==> config.mk <==
export PLATFORM = sky130hd
export DESIGN_NAME = latch_snapshot_streamer
export DESIGN_NICKNAME = d
export VERILOG_FILES = /design/src/rtl/latch_snapshot_streamer.sv
export SDC_FILE = /design/constraint.sdc
export NUM_CORES = 2
export LEC_CHECK = 0
export CAP_MARGIN = 20
export CELL_PAD_IN_SITES_DETAIL_PLACEMENT = 0
export CELL_PAD_IN_SITES_GLOBAL_PLACEMENT = 2
export CORE_ASPECT_RATIO = 0.5
export CORE_UTILIZATION = 36
export DETAILED_ROUTE_END_ITERATION = 7
export GPL_ROUTABILITY_DRIVEN = 0
export PLACE_DENSITY = 0.84
export SYNTH_ARGS = -nofsm -noshare
export SYNTH_HDL_FRONTEND = slang
export SYNTH_SLANG_ARGS = --single-unit
==> constraint.sdc <==
create_clock -name clk -period 31.9 [get_ports clk]
set_input_delay 6.38 -clock clk [delete_from_list [all_inputs] [get_ports clk]]
set_output_delay 6.38 -clock clk [all_outputs]
set_load 0.03 [all_outputs]
==> src/rtl/latch_snapshot_streamer.sv <==
// latch_snapshot_streamer: freezes pipeline latch words and streams them as a framed, checksummed byte stream
module latch_snapshot_streamer #(
  parameter int NUM_WORDS = 16,
  parameter int DATA_W = 32,
  parameter logic [7:0] HEADER = 8'hA5
) (
  input  logic                        clk,
  input  logic                        rst,
  input  logic [NUM_WORDS*DATA_W-1:0] in_snapshot,
  input  logic                        capture,
  input  logic                        mode,
  input  logic                        abort,
  input  logic                        tx_ready,
  output logic [7:0]                  tx_data,
  output logic                        tx_valid,
  output logic                        busy,
  output logic                        done,
  output logic [15:0]                 frame_count,
  output logic [7:0]                  overrun_count
);
  localparam int NB = NUM_WORDS * DATA_W / 8;
  localparam int IW = NB > 1 ? $clog2(NB) : 1;
  localparam logic [IW-1:0] LAST = IW'(NB - 1);
  typedef enum logic [2:0] {IDLE, HDR, DATA, CHK, DONE} state_t;
  state_t state, state_nxt;
  logic [NB-1:0][7:0] buffer, buf_nxt;
  logic [IW-1:0] byte_idx, idx_nxt;
  logic [7:0] checksum, chk_nxt, data_nxt;
  logic hs, load, step, overrun;
  assign hs = tx_valid && tx_ready;
  assign load = !abort && ((state == IDLE && capture) || (state == DONE && mode));
  assign step = !abort && hs && state == DATA;
  assign overrun = capture && state != IDLE && !(state == DONE && mode);
  always_comb begin
    state_nxt = abort ? IDLE :
                state == IDLE ? (capture ? HDR : IDLE) :
                state == HDR ? (hs ? DATA : HDR) :
                state == DATA ? (hs && byte_idx == LAST ? CHK : DATA) :
                state == CHK ? (hs ? DONE : CHK) :
                mode ? HDR : IDLE;
    buf_nxt = load ? in_snapshot : buffer;
    idx_nxt = load ? '0 : step ? byte_idx + IW'(1) : byte_idx;
    chk_nxt = load ? 8'h00 : step ? checksum ^ buffer[byte_idx] : checksum;
    data_nxt = state_nxt == HDR ? HEADER :
               state_nxt == DATA ? buf_nxt[idx_nxt] :
               state_nxt == CHK ? chk_nxt : 8'h00;
  end
  always_ff @(posedge clk or posedge rst)
    if (rst) begin
      state <= IDLE;
      buffer <= '0;
      byte_idx <= '0;
      checksum <= 8'h00;
      tx_data <= 8'h00;
      tx_valid <= 1'b0;
      busy <= 1'b0;
      done <= 1'b0;
      frame_count <= 16'h0000;
      overrun_count <= 8'h00;
    end else begin
      state <= state_nxt;
      buffer <= buf_nxt;
      byte_idx <= idx_nxt;
      checksum <= chk_nxt;
      tx_data <= data_nxt;
      tx_valid <= state_nxt == HDR || state_nxt == DATA || state_nxt == CHK;
      busy <= state_nxt != IDLE;
      done <= state_nxt == DONE;
      if (state_nxt == DONE) frame_count <= frame_count + 16'd1;
      if (overrun && overrun_count != 8'hFF) overrun_count <= overrun_count + 8'd1;
    end
endmodule

==> results by group <==
CTS
  • Setup Fix Bufs, Post-CTS: 0
  • Reg clk slew, reported paths: 70 ps
  • CTS max path bufs: 3
  • Post-CTS sizing: 0
  • Hold Buf Count CTS: 0
  • # H-tree levels: 2
  • Clk_lat worst skew: 650 ps
  • Root Buffer: clkbuf_16
  • Num CTS Buffers: 54
  • CTS tree: done
  • Sinks on Clock Net: 564

Detailed routing
  • Final WL: 125000 µm
  • ANT nets after route: 0
  • Residual DRC count: 0
  • Pre-antenna DRT Iters: 5
  • Via density: 5.59
  • WL/cell: 26.2 µm
  • Initial drt markers: 2621
  • Vias: 26700

Logic synthesis
  • Syn_nets: 3720
  • Cells after synthesis: 3199
  • FFs w/ async S/R, synth: 1.00
  • Syn_area_per_cell: 9.55 µm²
  • Register area share after synthesis: 0.462
  • Post-Synthesis Cell Area: 30500 µm²
  • #FFs+latches synth: 564
  • Distinct cell type count after synthesis: 69
  • Most used DFF post-synth: dfrtp_1
  • EDFF count, synth: 0
  • Ys Warns: 0

Pwr
  • Peak supply drop: 0.0447 mV
  • P_leak: 17.0 nW
  • PD cells: 55.8 nW/µm²
  • Power Total: 2.16 mW

STA
  • Post-layout min period: 10780 ps
  • Worst slew margin: 0.241
  • Tcrit/Tclk final: 0.338
  • FMAX: 92.8 MHz
  • Final Hold Violating Endpoints: 0
  • Slew @ Worst Pin: 1140 ps
  • Layout Skew: 28.1 ps
  • Setup violators final: 0
  • Slew Limit Fails: 0
  • RSZ-0062 raised after global routing: false
  • Setup TNS: 0 ps

Worst setup path
  • Setup crit end kind: register
  • Worst r2r path cells: 11
  • CP max FO: 95
  • Reg2reg start: byte_idx[0]$_DFF_PP0_
  • Crit Path Category: in -> reg
  • Slowest Stage Delay on Critical Path: 930 ps
  • Cell chain of the critical path: clkdlybuf4s50_1 > mux2i_1 > or4_4 > buf_4 > buf_4 > mux2_2 > o211a_1 > a311oi_1 > a31oi_1 > o32ai_1 > nor4_1 > a311o_1
  • R2r setup slk: 26370 ps
  • Arr. time, crit path: 11300 ps
  • RR Endpoint: tx_data[6]$_DFF_PP0_
  • CP startpoint kind: primary input
  • CP dominant cell by count: buf_4
  • Critical path buffers and inverters: 3
  • Slowest stage cell on the critical path: buf_4
  • Top delay family on crit path: buffers and inverters
  • Critical path data required time: 32420 ps

Floorplan
  • Core area: 83900 µm²
  • # IOs: 553
  • Initial Util: 0.364
  • Die footprint: 86100 µm²
  • DIE HEIGHT: 208 µm
  • Rows: 75
  • DIE WIDTH: 414 µm

GRT
  • GRT Total Usage: 0.288
  • GRT overflow: 0
  • Antenna violations before repair: 10
  • Pin count of the biggest net entering global routing: 227
  • First-pass GRT wire length: 183000 µm
  • Number of global-route vias before repair: 27200

Min path
  • HP Class: reg -> reg
  • Worst hold path endpoint: frame_count[15]$_DFFE_PP0P_
  • Hold-critical path depth: 1
  • Min-delay src: frame_count[15]$_DFFE_PP0P_

Place
  • Dpl hpwl: 89200 µm
  • Port-buffer cells: 552

Run
  • Max-cap violation count: 0

Finish
  • Share of cells above drive strength 1: 0.129
  • Nets: 4138
  • Area Growth Syn to Fin: 26.7%

Status
  • Status: finished, final reports clean
## state kept, by name, summed over array words and instances (netlist names)
name / flops
buffer: 512
busy: 1
byte_idx: 6
checksum: 8
done: 1
frame_count: 16
overrun_count: 8
state: 3
tx_data: 8
tx_valid: 1
## worst max-delay path by stage
stage,from,endpoint,slack (ps),cells past startpoint
after floorplan,rst,buffer[0]$_DFF_PP0_,9750,1
after global placement,mode,tx_data[7]$_DFF_PP0_,20520,12
after detailed placement,mode,tx_data[0]$_DFF_PP0_,20470,12
after CTS,mode,tx_data[0]$_DFF_PP0_,21130,12
after global routing,mode,tx_data[0]$_DFF_PP0_,20830,12
final,mode,tx_data[0]$_DFF_PP0_,21120,12
## worst register-to-register path, delay by kind of cell, from the launching register on
| family | cells | cell delay, ps |
|---|---|---|
| muxes | 1 | 420 |
| buffers and inverters | 3 | 2410 |
| DFF | 1 | 930 |
| AOI/OAI and AO/OA | 7 | 1650 |
## metrics by stage
| step | cell area [µm²] | hold WS, ps | instances | setup slack (ps) | utilization |
|---|---|---|---|---|---|
| 5_1_grt | 38700 | 500 | 4779 | 20830 | 0.461 |
| 4_1_cts | 38600 | 478 | 4774 | 21130 | 0.461 |
| 2_1_floorplan | 30500 | 447 | 3199 | 9750 | - |
| 3_5_place_dp | 36800 | 460 | 4676 | 20470 | 0.439 |
| 3_3_place_gp | 36800 | 462 | 4676 | 20520 | 0.439 |
| 6_report | 38700 | 473 | 4780 | 21120 | 0.461 |
## layout make-up
cell class / instances / area [µm²]
fillers: 8066 / 45200
multi-input cells: 2376 / 15300
flip-flops and latches: 564 / 14100
repair buffers: 604 / 5990
clock buffers: 81 / 1610
well taps: 1116 / 1400
clock inverters: 17 / 209
inverters: 17 / 78.8
diodes: 5 / 12.5
## cell usage in the layout (no fill, tap or decap), types with 22 or more instances in the layout
cell and n:
a22oi_1 23, nand2_1 1177, nor2_1 115, o211ai_1 66, nand3_1 43, or2_2 22, clkdlybuf4s50_1 552, a211oi_1 26
dfrtp_1 562, a21oi_1 61, o221ai_1 40, buf_4 47, clkbuf_16 57, o21ai_0 51, o22ai_1 30, mux2i_1 141
mux4_2 104, nor3_1 38, mux2_2 186
## report_power, final
group	internal, mW	switching [mW]	leakage (nW)
registers	0.862	0.118	6.95
clock network	0.381	0.310	0.874
logic	0.250	0.237	9.16
total	1.49	0.665	17.0
## logic make-up after synthesis
logic type,count (synthesis),synth area share
AND/OR/NAND/NOR,1480,0.195
AO/OA/AOI/OAI,427,0.100
adder cells (fa/ha/maj),3,0.00123
flip-flops,564,0.462
multiplexers,433,0.192
XOR/XNOR,33,0.00946
buffers and inverters,259,0.0393
## cells in the mapped netlist (38+ instances only)
| library cell | number | area (µm²) |
|---|---|---|
| mux4_2 | 104 | 2340 |
| mux2i_1 | 141 | 1410 |
| buf_2 | 126 | 631 |
| clkbuf_1 | 80 | 300 |
| nand3_1 | 43 | 215 |
| mux2_2 | 186 | 2090 |
| o221ai_1 | 40 | 350 |
| a21oi_1 | 61 | 305 |
| nor2_1 | 116 | 435 |
| nor3_1 | 38 | 190 |
| o21ai_0 | 52 | 260 |
| o211ai_1 | 66 | 495 |
| nand2_1 | 1179 | 4430 |
| dfrtp_1 | 564 | 14100 |
## routing by layer
layer / vias up / track usage / wire (µm)
met5: - / 0 / 34
met4: 6 / 0.0882 / 3910
met3: 208 / 0.0583 / 9630
met2: 947 / 0.464 / 59700
met1: 13600 / 0.391 / 52100
li1: 12000 / - / -
(Power assumes the default switching activity.)
